File: config.mk
export PLATFORM = sky130hd
export DESIGN_NAME = tdc_carry_chain_channel
export DESIGN_NICKNAME = d
export VERILOG_FILES = /design/src/rtl/tdc_pkg.sv /design/src/rtl/tdc_carry_chain.sv /design/src/rtl/tdc_carry_chain_channel.sv
export SDC_FILE = /design/constraint.sdc
export NUM_CORES = 1
export LEC_CHECK = 0
export ABC_AREA = 1
export CORE_ASPECT_RATIO = 1.2
export CORE_MARGIN = 2
export CORE_UTILIZATION = 25
export CTS_CLUSTER_DIAMETER = 50
export CTS_CLUSTER_SIZE = 12
export DETAILED_ROUTE_END_ITERATION = 16
export GPL_TIMING_DRIVEN = 0
export HOLD_SLACK_MARGIN = 0.1
export SYNTH_ARGS = -nofsm -noshare
export SYNTH_HDL_FRONTEND = slang
export SYNTH_SLANG_ARGS = --single-unit
File: constraint.sdc
create_clock -name clk -period 2.5 [get_ports clk]
set_clock_uncertainty 0.15 [all_clocks]
set_input_delay 0.375 -clock clk [delete_from_list [all_inputs] [get_ports clk]]
set_output_delay 0.375 -clock clk [all_outputs]
set_load 0.01 [all_outputs]
File: src/rtl/tdc_pkg.sv
// Shared types and helpers for the carry-chain TDC channel.
package tdc_pkg;

  localparam int unsigned CARRY4_TAPS = 4;

  // Storage widths for a timestamp; channel parameters must fit within these.
  localparam int unsigned TS_COARSE_MAX = 32;
  localparam int unsigned TS_FINE_MAX   = 16;
  localparam int unsigned MAX_TAPS      = 256;

  typedef enum logic [1:0] {
    StIdle,
    StArmed,
    StBusy
  } tdc_state_e;

  typedef struct packed {
    logic [TS_COARSE_MAX-1:0] coarse;
    logic [TS_FINE_MAX-1:0]   fine;
    logic                     sat;
  } tdc_ts_t;

  function automatic int unsigned popcount(input logic [MAX_TAPS-1:0] v);
    int unsigned n;
    n = 0;
    for (int i = 0; i < MAX_TAPS; i++) begin
      n = n + {31'b0, v[i]};
    end
    return n;
  endfunction

endpackage

File: src/rtl/tdc_carry_chain.sv
// Tapped delay line: NCARRY4 cascaded CARRY4 cells, hit enters on CYINIT of the first cell.
module tdc_carry_chain
  import tdc_pkg::*;
#(
  parameter int unsigned NCARRY4 = 16
) (
  input  logic                           hit,
  output logic [CARRY4_TAPS*NCARRY4-1:0] taps
);

  for (genvar g = 0; g < NCARRY4; g++) begin : g_cell
    logic       ci;
    logic       cyinit;
    logic [3:0] s;
    logic [3:0] di;
    logic [3:0] co;

    assign s  = 4'hF;
    assign di = 4'h0;

    if (g == 0) begin : g_head
      assign ci     = 1'b0;
      assign cyinit = hit;
    end else begin : g_link
      assign ci     = g_cell[g-1].co[3];
      assign cyinit = 1'b0;
    end

    // CARRY4 carry mux: each stage propagates when S=1, else loads DI.
    always_comb begin
      logic c;
      c = ci | cyinit;
      for (int j = 0; j < 4; j++) begin
        c     = s[j] ? c : di[j];
        co[j] = c;
      end
    end

    assign taps[CARRY4_TAPS*g +: CARRY4_TAPS] = co;
  end

endmodule

File: src/rtl/tdc_carry_chain_channel.sv
// TDC capture channel: chain taps -> 2-flop sync -> edge detect -> one-entry timestamp register.
// Define TDC_BUBBLE_FILTER_EN to majority-filter the taps before the ones count.
module tdc_carry_chain_channel
  import tdc_pkg::*;
#(
  parameter int unsigned NCARRY4  = 16,
  parameter int unsigned COARSE_W = 16,
  parameter int unsigned FINE_W   = $clog2(CARRY4_TAPS * NCARRY4 + 1)
) (
  input  logic                clk,
  input  logic                rst,
  input  logic                en,
  input  logic                hit,
  input  logic                ts_ready,
  input  logic                ovf_clr,
  output logic                ts_valid,
  output logic [COARSE_W-1:0] ts_coarse,
  output logic [FINE_W-1:0]   ts_fine,
  output logic                ts_sat,
  output logic                ovf
);

  localparam int unsigned NTAP = CARRY4_TAPS * NCARRY4;

  logic [NTAP-1:0]     taps;
  logic [NTAP-1:0]     s1;
  logic [NTAP-1:0]     s2;
  logic [NTAP-1:0]     filt;
  logic                p0;
  logic                det;
  logic                capture;
  logic                load;
  logic [COARSE_W-1:0] cc;
  logic [COARSE_W-1:0] cc_d1;
  logic [COARSE_W-1:0] cc_d2;
  int unsigned         ones;
  tdc_state_e          state;
  tdc_ts_t             cap;
  tdc_ts_t             ts_d;
  tdc_ts_t             ts_q;

  tdc_carry_chain #(
    .NCARRY4(NCARRY4)
  ) u_chain (
    .hit (hit),
    .taps(taps)
  );

  // cc_d2 lines up with s2, i.e. the cc value at the edge that loaded s1.
  always_ff @(posedge clk or posedge rst) begin
    if (rst) begin
      s1    <= '0;
      s2    <= '0;
      p0    <= 1'b0;
      cc    <= '0;
      cc_d1 <= '0;
      cc_d2 <= '0;
    end else begin
      s1    <= taps;
      s2    <= s1;
      p0    <= s2[0];
      cc    <= cc + COARSE_W'(1);
      cc_d1 <= cc;
      cc_d2 <= cc_d1;
    end
  end

`ifdef TDC_BUBBLE_FILTER_EN
  // Top tap has no upper neighbour; it stands in for itself.
  logic [NTAP:0] s2x;
  assign s2x = {s2[NTAP-1], s2};

  always_comb begin
    filt = s2;
    for (int i = 1; i < NTAP; i++) begin
      filt[i] = (s2x[i-1] & s2x[i]) | (s2x[i-1] & s2x[i+1]) | (s2x[i] & s2x[i+1]);
    end
  end
`else
  assign filt = s2;
`endif

  always_comb begin
    ones       = popcount(MAX_TAPS'(filt));
    cap.coarse = TS_COARSE_MAX'(cc_d2);
    cap.fine   = TS_FINE_MAX'(ones);
    cap.sat    = (ones == NTAP);
  end

  assign det     = s2[0] & ~p0;
  assign capture = (state == StArmed) & det;
  assign load    = capture & (~ts_valid | ts_ready);

  always_comb begin
    ts_d = ts_q;
    if (load) begin
      ts_d = cap;
    end
  end

  always_ff @(posedge clk or posedge rst) begin
    if (rst) begin
      ts_q <= '0;
    end else begin
      ts_q <= ts_d;
    end
  end

  always_ff @(posedge clk or posedge rst) begin
    if (rst) begin
      state    <= StIdle;
      ts_valid <= 1'b0;
      ovf      <= 1'b0;
    end else begin
      unique case (state)
        StIdle:  if (en) state <= StArmed;
        StArmed: begin
          if (det) begin
            state <= StBusy;
          end else if (!en) begin
            state <= StIdle;
          end
        end
        StBusy:  if (!s2[0]) state <= en ? StArmed : StIdle;
        default: state <= StIdle;
      endcase

      if (load) begin
        ts_valid <= 1'b1;
      end else if (ts_ready) begin
        ts_valid <= 1'b0;
      end

      // A drop in the same cycle as a clear leaves the flag set.
      if (capture && ts_valid && !ts_ready) begin
        ovf <= 1'b1;
      end else if (ovf_clr) begin
        ovf <= 1'b0;
      end
    end
  end

  assign ts_coarse = ts_q.coarse[COARSE_W-1:0];
  assign ts_fine   = ts_q.fine[FINE_W-1:0];
  assign ts_sat    = ts_q.sat;

endmodule
==> impl_summary.txt, run 1 <==
----------------------------------------------------
[Outcome]
  Outcome ... finished, final reports clean

[Power and ir drop]
  Logic gate share of total power ... 8.1%
  Total design power ... 2850 µW
  Leak pwr ... 0.00161 µW
  Internal portion of total power ... 2230 µW
  Maximum vdd drop ... 0.280 mV
  Share of power burned in registers ... 43.7%
  Switch share ... 21.6%
  Pwr/cell area ... 850 nW/µm²
  Switching power total ... 615 µW
  Clk network pwr share ... 48.3%

[Worst setup path]
  Signal arrival time at the worst endpoint ... 1.31 ns
  Capturing element type of the critical path ... output pin
  Crit path to ... ts_fine[6]
  Critical path, cell by cell ... buf_4, clkdlybuf4s50_1
  Reg-to-reg critical path startpoint ... cc[0]$_DFF_PP0_
  First element of the critical path ... ts_fine[6]$_DFFE_PP0P_
  Kind of launch point of the worst setup path ... register
  Crit-path slowest cell ... sky130_fd_sc_hd__clkdlybuf4s50_1
  Data required time at the worst endpoint ... 1.98 ns
  WS Path Type ... register to output pin
  R2r setup slk ... 1.03 ns
  Peak fanout along the critical path ... 3
  Number of cells on the worst reg-to-reg path ... 6
  Worst stage delay on the critical path ... 0.52 ns
  Worst flop-to-flop path endpoint ... cc[10]$_DFF_PP0_

[Place]
  Post-detailed-placement half-perimeter wirelength ... 2.80 mm
  Instance count after placement with tap cells included ... 382
  RD Place Congestion ... 0.742
  Port bufs ... 25

[Min path]
  Hold path startpoint ... cc_d1[14]$_DFF_PP0_
  Worst min-delay path class ... register to register

[Synth]
  Number of register bits inferred by synthesis ... 72
  Cells after Synth ... 226
  Post-synthesis average cell area ... 11.5 µm²
  Post-synthesis cell type count ... 23
  Area of the mapped netlist ... 2590 µm²
  Register area share after synthesis ... 69.5%
  Count of warnings emitted by yosys ... 0

[Clocking]
  Number of clock sinks seen by CTS ... 72
  Resized cells post-CTS ... 0
  Clock-pin slew reported for the worst setup and hold paths after clock tree synthesis ... 0.06 ns
  Clock tree buffer depth ... 2
  Number of hold buffers added after cts ... 0
  CTS tree ... done
  Source-to-sink clock delay at the later pin of the worst-skew pair ... 0.33 ns
  Post-CTS setup-driven buffer insertion count ... 0
  H-tree depth ... 3
  Num CTS Buffers ... 9
  Clk Tree Root Cell ... sky130_fd_sc_hd__clkbuf_16

[Timing]
  Final-report hold violation count ... 0
  Transition at the pin with the smallest max-transition slack ... 0.856 ns
  Final worst path period share ... 73.5%
  Final Setup Violations ... 0
  F_max ... 544 MHz
  Max_slew headroom ... 42.9%
  RSZ-0062 raised after global routing ... false
  Time the worst path needs with I/O delays and setup ... 1.84 ns
  Total negative slack ... 0 ns
  Total count of max-transition violations in the final report ... 0
  Final worst hold slack ... 0.196 ns

[Floorplan]
  Core region area ... 10,100 µm²
  Area of the die ... 11,200 µm²
  Number of placement rows ... 40
  Ports ... 32
  Height of the die ... 116 µm
  DIE WIDTH ... 96.9 µm
  Effective utilization at floorplan ... 25.8%

[Route]
  DR DRC count ... 0
  Per-cell via count in the routed design ... 3.98
  DRT Wirelength ... 4.15 mm
  Total via count after detailed routing ... 1,584
  Routed Antenna Nets ... 0
  Detailed Route Iter0 Violations ... 78
  Number of optimization iterations in the first detailed-route pass ... 4
  Final routed wire length divided by cell count ... 10.4 µm

[Job]
  Maximum capacitance violations ... 0

[GRT]
  GR Util All Layers ... 8.00%
  Routing usage on met3 ... 3.14%
  Residual overflow from global routing ... 0
  First-pass GRT wire length ... 6.97 mm
  Met2 track demand over resource in global routing ... 13.3%
  Met1 track utilization from global routing ... 8.74%
  Number of antenna violations at the first check in global routing ... 0
  Busiest grt layer ... met2
  Maximum number of pins on one net before global-route repair ... 73
  Number of global-route vias before repair ... 1,530

[Finish]
  Area growth syn-to-layout ... 29.3%
  Inserted Diodes ... 0
  Layout Nets ... 274
  Count of placed standard cells in the final layout, fillers left out ... 398
  Share of final-layout standard cells stronger than drive strength 1 ... 14.7%

----------------------------------------------------
-- per-layer routing --
layer / wire length (µm) / vias to the layer above
met5: 0 / -
met4: 111 / 0
met1: 1730 / 773
met2: 2170 / 23
li1: - / 780
met3: 149 / 8
-- flip-flops by register name (all words and copies together) (netlist names) --
| signal | flops |
|---|---|
| ts_fine | 1 |
| cc_d1 | 16 |
| cc_d2 | 16 |
| filt | 1 |
| ovf | 1 |
| state | 2 |
| p0 | 1 |
| cc | 16 |
| ts_coarse | 16 |
| s1 | 1 |
| ts_valid | 1 |
-- through the flow --
stage	area (µm²)	utilization (%)	worst slack [ns]
2_1_floorplan	2610	-	0.150
3_3_place_gp	3020	30.0	-0.926
3_5_place_dp	3020	30.0	0.770
4_1_cts	3350	33.3	0.639
5_1_grt	3350	33.3	0.609
6_report	3350	33.3	0.663
-- cells in the mapped netlist (all sizes together) --
library cell | count | area, µm²
inv | 17 | 63.8
dfrtp | 72 | 1800
nand3b | 1 | 7.51
o21ai | 3 | 15.0
ha | 1 | 12.5
buf | 10 | 80.1
nand2 | 69 | 289
nand3 | 24 | 120
nor2 | 15 | 97.6
a21boi | 1 | 7.51
xor2 | 4 | 35.0
nand4 | 4 | 25.0
xnor2 | 3 | 26.3
o22ai | 1 | 6.26
conb | 1 | 3.75
-- how the worst min path moves through the flow --
stage / end / slack (ns) / depth (start not counted)
after floorplan: cc_d2[0]$_DFF_PP0_ / 0.18 / 0
after global placement: cc_d2[14]$_DFF_PP0_ / 0.18 / 0
after detailed placement: cc_d2[14]$_DFF_PP0_ / 0.18 / 0
after CTS: cc_d2[14]$_DFF_PP0_ / 0.20 / 0
after global routing: cc_d2[0]$_DFF_PP0_ / 0.20 / 0
final: cc_d2[14]$_DFF_PP0_ / 0.20 / 0
-- cells by family after synthesis --
kind of cell | share of synthesized area (%)
and+or+nand+nor | 20.8
adders and majority gates | 0.483
xor gates and xnor gates | 2.37
buffers and inverters | 5.55
AOI/OAI and AO/OA | 1.11
other | 0.145
DFF | 69.5
-- layout by cell type (no fill, tap or decap), types with 2 or more instances in the layout --
master,count
sky130_fd_sc_hd__dfrtp_1,72
sky130_fd_sc_hd__nand2_1,61
sky130_fd_sc_hd__clkdlybuf4s50_1,25
sky130_fd_sc_hd__nand3_1,24
sky130_fd_sc_hd__inv_1,16
sky130_fd_sc_hd__nor2_1,10
sky130_fd_sc_hd__clkbuf_16,9
sky130_fd_sc_hd__buf_4,7
sky130_fd_sc_hd__nand2_2,6
sky130_fd_sc_hd__conb_1,6
sky130_fd_sc_hd__nand4_1,4
sky130_fd_sc_hd__xor2_1,4
sky130_fd_sc_hd__nor2_4,3
sky130_fd_sc_hd__xnor2_1,3
sky130_fd_sc_hd__nand2_4,2
sky130_fd_sc_hd__buf_6,2
sky130_fd_sc_hd__o21ai_1,2
sky130_fd_sc_hd__bufinv_16,2
-- worst max-delay path, delay by kind of cell (launching register included) --
kind	cells	cell delay, ns
buf+inv	2	0.63
flops	1	0.36
-- area by class of cell --
| type | count | area, µm² |
|---|---|---|
| fillers | 991 | 6710 |
| repair buffers | 25 | 250 |
| clock inverters | 6 | 90.1 |
| plain buffers | 10 | 80.1 |
| inverters | 17 | 66.3 |
| multi-input cells | 132 | 664 |
| clock buffers | 10 | 239 |
| well taps | 126 | 158 |
| flip-flops and latches | 72 | 1800 |
-- power groups by stage --
stage               Combinational [µW]  Clock [µW]  Sequential (µW)
finish                             230        1370             1240
global route                       257        1450             1250
CTS                                236        1400             1240
detailed placement                 235           0             1260
global placement                   231           0             1260
floorplan                         98.7           0             1280
(Power assumes the default switching activity.)
==> run 2, diff against run 1 <==
==> constraint.sdc (replaced) <==
create_clock -name clk -period 1.9 [get_ports clk]
set_clock_uncertainty 0.15 [all_clocks]
set_input_delay 0.285 -clock clk [delete_from_list [all_inputs] [get_ports clk]]
set_output_delay 0.285 -clock clk [all_outputs]
set_load 0.01 [all_outputs]
==> run 2 against run 1 <==
Non-clock buffer count rose by 2; via count up 0.44%; utilization up 0.57 points; cell area is 1.7% higher; setup slack lost 0.52 ns; die area unchanged; register-to-register slack got worse by 0.58 ns; critical endpoint unchanged; largest cell class unchanged; highest routed layer unchanged.
==> impl_summary.txt, run 2 (synthesis gave the netlist of run 1 again) <==
----------------------------------------------------
[Power and ir drop]
  Clk network pwr share ... 49.5%
  Maximum vdd drop ... 0.423 mV
  Share of power burned in registers ... 42.4%
  Internal portion of total power ... 3040 µW
  Switching power total ... 815 µW
  Pwr/cell area ... 1130 nW/µm²
  Total design power ... 3850 µW
  Logic gate share of total power ... 8.1%
  Switch share ... 21.2%
  Leak pwr ... 0.00163 µW

[Place]
  RD Place Congestion ... 0.744
  Post-detailed-placement half-perimeter wirelength ... 2.86 mm
  Placed instance area ... 3060 µm²
  Port bufs ... 25

[Floorplan]
  DIE WIDTH ... 96.9 µm
  Core region area ... 10,100 µm²
  Height of the die ... 116 µm
  Effective utilization at floorplan ... 25.8%
  Ports ... 32
  Number of placement rows ... 40
  Area of the die ... 11,200 µm²

[Timing]
  Final Setup Violations ... 0
  Final-report hold violation count ... 0
  F_max ... 569 MHz
  Time the worst path needs with I/O delays and setup ... 1.76 ns
  RSZ-0062 raised after global routing ... false
  Final worst path period share ... 92.5%
  Total count of max-transition violations in the final report ... 0

[Finish]
  Layout Nets ... 276
  Area of the multi-input gates ... 664 µm²
  Leading cell type in the layout, fill and taps excluded ... sky130_fd_sc_hd__dfrtp_1
  Area occupied by registers ... 1800 µm²
  Leading cell types in the layout, fill and taps excluded ... 72 x sky130_fd_sc_hd__dfrtp_1, 61 x sky130_fd_sc_hd__nand2_1, 25 x sky130_fd_sc_hd__clkdlybuf4s50_1
  Area growth syn-to-layout ... 31.5%
  Summed area of non-filler cells in the final layout ... 3410 µm²
  Fill cells ... 992
  Inserted Diodes ... 0
  Share of final-layout standard cells stronger than drive strength 1 ... 15.3%

[GRT]
  Maximum number of pins on one net before global-route repair ... 30
  GR Util All Layers ... 8.20%
  Number of antenna violations at the first check in global routing ... 0
  First-pass GRT wire length ... 7.13 mm
  Number of global-route vias before repair ... 1,578
  Residual overflow from global routing ... 0

[Route]
  Top sig layer ... met4
  DR DRC count ... 0
  DRT Wirelength ... 3.99 mm
  Total via count after detailed routing ... 1,591
  Final routed wire length divided by cell count ... 9.98 µm
  Met1 layer wirelength in the final routing ... 1.60 mm
  Detailed Route Iter0 Violations ... 95
  Per-cell via count in the routed design ... 3.98
  Routed Antenna Nets ... 0
  Amount of wire on met2 after detailed routing ... 2.08 mm
  Routed wire length on met3 ... 156 µm
  Number of optimization iterations in the first detailed-route pass ... 4

[Worst setup path]
  Peak fanout along the critical path ... 3
  Capturing element type of the critical path ... output pin
  Number of cells on the worst reg-to-reg path ... 6
  Signal arrival time at the worst endpoint ... 1.32 ns
  Kind of launch point of the worst setup path ... register
  Reg-to-reg critical path startpoint ... cc[1]$_DFF_PP0_
  WS Path Type ... register to output pin
  First element of the critical path ... ts_fine[6]$_DFFE_PP0P_
  Data required time at the worst endpoint ... 1.46 ns

[Clocking]
  Number of hold buffers added after cts ... 0
  Resized cells post-CTS ... 0
  CTS tree ... done
  H-tree depth ... 3
  Clock tree buffer depth ... 2
  Number of clock sinks seen by CTS ... 72
  Post-CTS setup-driven buffer insertion count ... 0
  Clk Tree Root Cell ... sky130_fd_sc_hd__clkbuf_16
  Num CTS Buffers ... 9
  Source-to-sink clock delay at the later pin of the worst-skew pair ... 0.33 ns
  Clock-pin slew reported for the worst setup and hold paths after clock tree synthesis ... 0.05 ns

[Min path]
  Worst min-delay path class ... input pin to async pin

[Outcome]
  Outcome ... finished, final reports clean

[Job]
  Maximum capacitance violations ... 0

----------------------------------------------------
[run 2: final cells by class]
cell class,count,share of cell area [%]
Multi-Input combinational cell,132,19.5
Buffer,10,2.35
Clock inverter,7,3.53
Sequential cell,72,52.9
Timing Repair Buffer,27,8.52
Inverter,17,1.98
Tap cell,126,4.63
Clock buffer,9,6.61
[run 2: stage by stage]
| step | instances | setup WS [ns] | util [%] | hold WS [ns] | setup TNS [ns] |
|---|---|---|---|---|---|
| 6_report | 400 | 0.142 | 33.9 | 0.172 | 0 |
| 5_1_grt | 400 | 0.0853 | 33.9 | 0.204 | 0 |
| 4_1_cts | 400 | 0.118 | 33.9 | 0.179 | 0 |
| 3_5_place_dp | 384 | 0.271 | 30.4 | 0.185 | 0 |
| 3_3_place_gp | 382 | -0.146 | 30.0 | 0.181 | -10.29 |
| 2_1_floorplan | 231 | 0.597 | - | 0.166 | 0 |
[run 2: path summary, 6_finish.rpt]
path                       slack (ns)                   to
setup reg to reg                 0.45     cc[10]$_DFF_PP0_
min in group clk                 0.20  cc_d2[10]$_DFF_PP0_
hold reg to reg                  0.20  cc_d2[10]$_DFF_PP0_
hold / removal                   0.17      s1[0]$_DFF_PP0_
setup / recovery                 0.14           ts_fine[6]
max in group asynchronous        0.77   cc_d2[4]$_DFF_PP0_
[run 2: metal layers]
metal	global-route usage, %	vias up
met5	0	-
met4	6.48	0
met3	2.71	11
met2	13.6	26
li1	-	786
met1	8.64	768
[run 2: power by group through the flow]
| stage | combinational, µW | clock, µW | sequential (µW) |
|---|---|---|---|
| 5_1_grt | 349 | 2010 | 1640 |
| 6_report | 312 | 1910 | 1630 |
| 3_5_place_dp | 319 | 0 | 1660 |
| 4_1_cts | 322 | 1950 | 1640 |
| 3_3_place_gp | 307 | 0 | 1660 |
| 2_1_floorplan | 130 | 0 | 1690 |
[run 2: critical path: stages, from the launching register on]
cell and delay (ns):
sky130_fd_sc_hd__dfrtp_1 0.37, sky130_fd_sc_hd__buf_4 0.11, sky130_fd_sc_hd__clkdlybuf4s50_1 0.52
==> run 3, diff against run 2 <==
--- a/config.mk
+++ b/config.mk
@@ -6,6 +6,8 @@
 export NUM_CORES = 1
 export LEC_CHECK = 0
 export ABC_AREA = 1
+export CELL_PAD_IN_SITES_DETAIL_PLACEMENT = 2
+export CELL_PAD_IN_SITES_GLOBAL_PLACEMENT = 2
 export CORE_ASPECT_RATIO = 1.2
 export CORE_MARGIN = 2
 export CORE_UTILIZATION = 25
@@ -14,6 +16,7 @@
 export DETAILED_ROUTE_END_ITERATION = 16
 export GPL_TIMING_DRIVEN = 0
 export HOLD_SLACK_MARGIN = 0.1
+export PLACE_DENSITY_LB_ADDON = 0.1
 export SYNTH_ARGS = -nofsm -noshare
 export SYNTH_HDL_FRONTEND = slang
 export SYNTH_SLANG_ARGS = --single-unit
==> run 3 against run 2 <==
Cell count is the same; via count rose by 4.0%; cell area down 0.70%.
==> impl_summary.txt, run 3 (synthesis gave the netlist of run 1 again) <==
----------------------------------------------------
[Worst setup path]
  Signal arrival time at the worst endpoint ... 1.31 ns
  Number of cells on the worst reg-to-reg path ... 8
  Path length in cells of the critical path ... 2
  Crit-path slowest cell ... sky130_fd_sc_hd__clkdlybuf4s50_1
  Gate family responsible for the most delay along the worst path ... buffers and inverters
  WS Path Type ... register to output pin
  Capturing element type of the critical path ... output pin
  Peak fanout along the critical path ... 3
  Worst stage delay on the critical path ... 0.52 ns
  Critical path, cell by cell ... buf_4, clkdlybuf4s50_1
  Data required time at the worst endpoint ... 1.46 ns
  Kind of launch point of the worst setup path ... register
  Buffering stage count on the worst path with inverters included ... 2

[Floorplan]
  Ports ... 32
  Core region area ... 10,100 µm²
  Effective utilization at floorplan ... 25.8%
  DIE WIDTH ... 96.9 µm
  Number of placement rows ... 40
  Height of the die ... 116 µm
  Area of the die ... 11,200 µm²

[Timing]
  F_max ... 575 MHz
  RSZ-0062 raised after global routing ... false
  Final Setup Violations ... 0
  Setup slack of the critical path after layout ... 0.160 ns
  Total count of max-transition violations in the final report ... 0
  Total negative slack ... 0 ns
  Final worst hold slack ... 0.170 ns
  Time the worst path needs with I/O delays and setup ... 1.74 ns
  Final worst path period share ... 91.6%
  Final-report hold violation count ... 0

[Place]
  Placement-stage worst setup slack ... 0.210 ns
  RD Place Congestion ... 0.670
  Post-detailed-placement half-perimeter wirelength ... 3.61 mm
  Port bufs ... 25

[Finish]
  Area growth syn-to-layout ... 30.6%
  Share of final-layout standard cells stronger than drive strength 1 ... 15.3%
  Layout Nets ... 276
  Utilization after layout ... 33.6%
  Fill cells ... 1,084
  Leading cell types in the layout, fill and taps excluded ... 72 x sky130_fd_sc_hd__dfrtp_1, 61 x sky130_fd_sc_hd__nand2_1, 25 x sky130_fd_sc_hd__clkdlybuf4s50_1
  Inserted Diodes ... 0
  Leading cell type in the layout, fill and taps excluded ... sky130_fd_sc_hd__dfrtp_1

[Clocking]
  Number of hold buffers added after cts ... 0
  Post-CTS setup-driven buffer insertion count ... 0
  Source-to-sink clock delay at the later pin of the worst-skew pair ... 0.32 ns
  H-tree depth ... 3
  Clock tree buffer depth ... 2
  Clk Tree Root Cell ... sky130_fd_sc_hd__clkbuf_16
  Resized cells post-CTS ... 0
  Number of clock sinks seen by CTS ... 72
  Num CTS Buffers ... 9
  Clock-pin slew reported for the worst setup and hold paths after clock tree synthesis ... 0.05 ns
  CTS tree ... done

[GRT]
  GR Util All Layers ... 9.84%
  Number of global-route vias before repair ... 1,776
  Residual overflow from global routing ... 0
  First-pass GRT wire length ... 8.56 mm
  Maximum number of pins on one net before global-route repair ... 31
  Number of antenna violations at the first check in global routing ... 0

[Route]
  Routed Antenna Nets ... 0
  Per-cell via count in the routed design ... 4.14
  Final routed wire length divided by cell count ... 12.2 µm
  DR DRC count ... 0
  Number of optimization iterations in the first detailed-route pass ... 4
  DRT Wirelength ... 4.89 mm
  Detailed Route Iter0 Violations ... 24
  Total via count after detailed routing ... 1,655

[Power and ir drop]
  Pwr/cell area ... 1100 nW/µm²
  Leak pwr ... 0.00163 µW
  Maximum vdd drop ... 0.365 mV

[Outcome]
  Outcome ... finished, final reports clean

[Min path]
  Worst min-delay path class ... input pin to async pin

[Job]
  Maximum capacitance violations ... 0

----------------------------------------------------
[run 3: worst paths after layout]
check                                       start                 end  slack [ns]
max                        ts_fine[6]$_DFFE_PP0P_          ts_fine[6]        0.16
max reg2reg                       cc[0]$_DFF_PP0_    cc[14]$_DFF_PP0_        0.39
max in group asynchronous                     rst  cc_d1[4]$_DFF_PP0_        0.74
min in group clk               cc_d1[7]$_DFF_PP0_  cc_d2[7]$_DFF_PP0_        0.19
min                                           rst    cc[10]$_DFF_PP0_        0.17
min reg2reg                    cc_d1[7]$_DFF_PP0_  cc_d2[7]$_DFF_PP0_        0.19
[run 3: final cells by class]
cell class              instances  area, µm²  area share [%]
multi-input cells             132        664            19.6
flip-flops and latches         72       1800            53.3
plain buffers                  10       80.1            2.37
inverters                      17       67.6            2.00
well taps                     126        158            4.66
clock buffers                  10        239            7.06
repair buffers                 27        290            8.58
clock inverters                 6       82.6            2.44
[run 3: power breakdown]
group	internal (µW)	switching, µW	leakage [µW]
logic	157	159	0.000533
clock network	1180	599	0.000158
registers	1600	33.6	0.000934
[run 3: worst reg2reg max path: stages (launching register included)]
cell                      delay [ns]
sky130_fd_sc_hd__dfrtp_1        0.39
sky130_fd_sc_hd__ha_1           0.21
sky130_fd_sc_hd__nand2_1        0.10
sky130_fd_sc_hd__nor2_4         0.19
sky130_fd_sc_hd__nand2_2        0.12
sky130_fd_sc_hd__inv_1          0.08
sky130_fd_sc_hd__nand2_1        0.05
sky130_fd_sc_hd__nand2_1        0.06
sky130_fd_sc_hd__nand2_1        0.04
[run 3: metal layers]
layer  global-route usage [%]  up-vias  routed length [µm]
met5                        0        -                   0
met4                     6.48        0                 134
met3                     2.47       10                 172
met2                     16.4       25                2480
met1                     11.4      831                2110
li1                         -      789                   -
[run 3: through the flow]
step / total power, µW / instances / cell area [µm²]
final: 3720 / 400 / 3380
after floorplan: 1820 / 231 / 2610
after CTS: 3810 / 400 / 3380
after global routing: 3890 / 400 / 3380
after global placement: 1970 / 382 / 3020
after detailed placement: 1990 / 384 / 3060
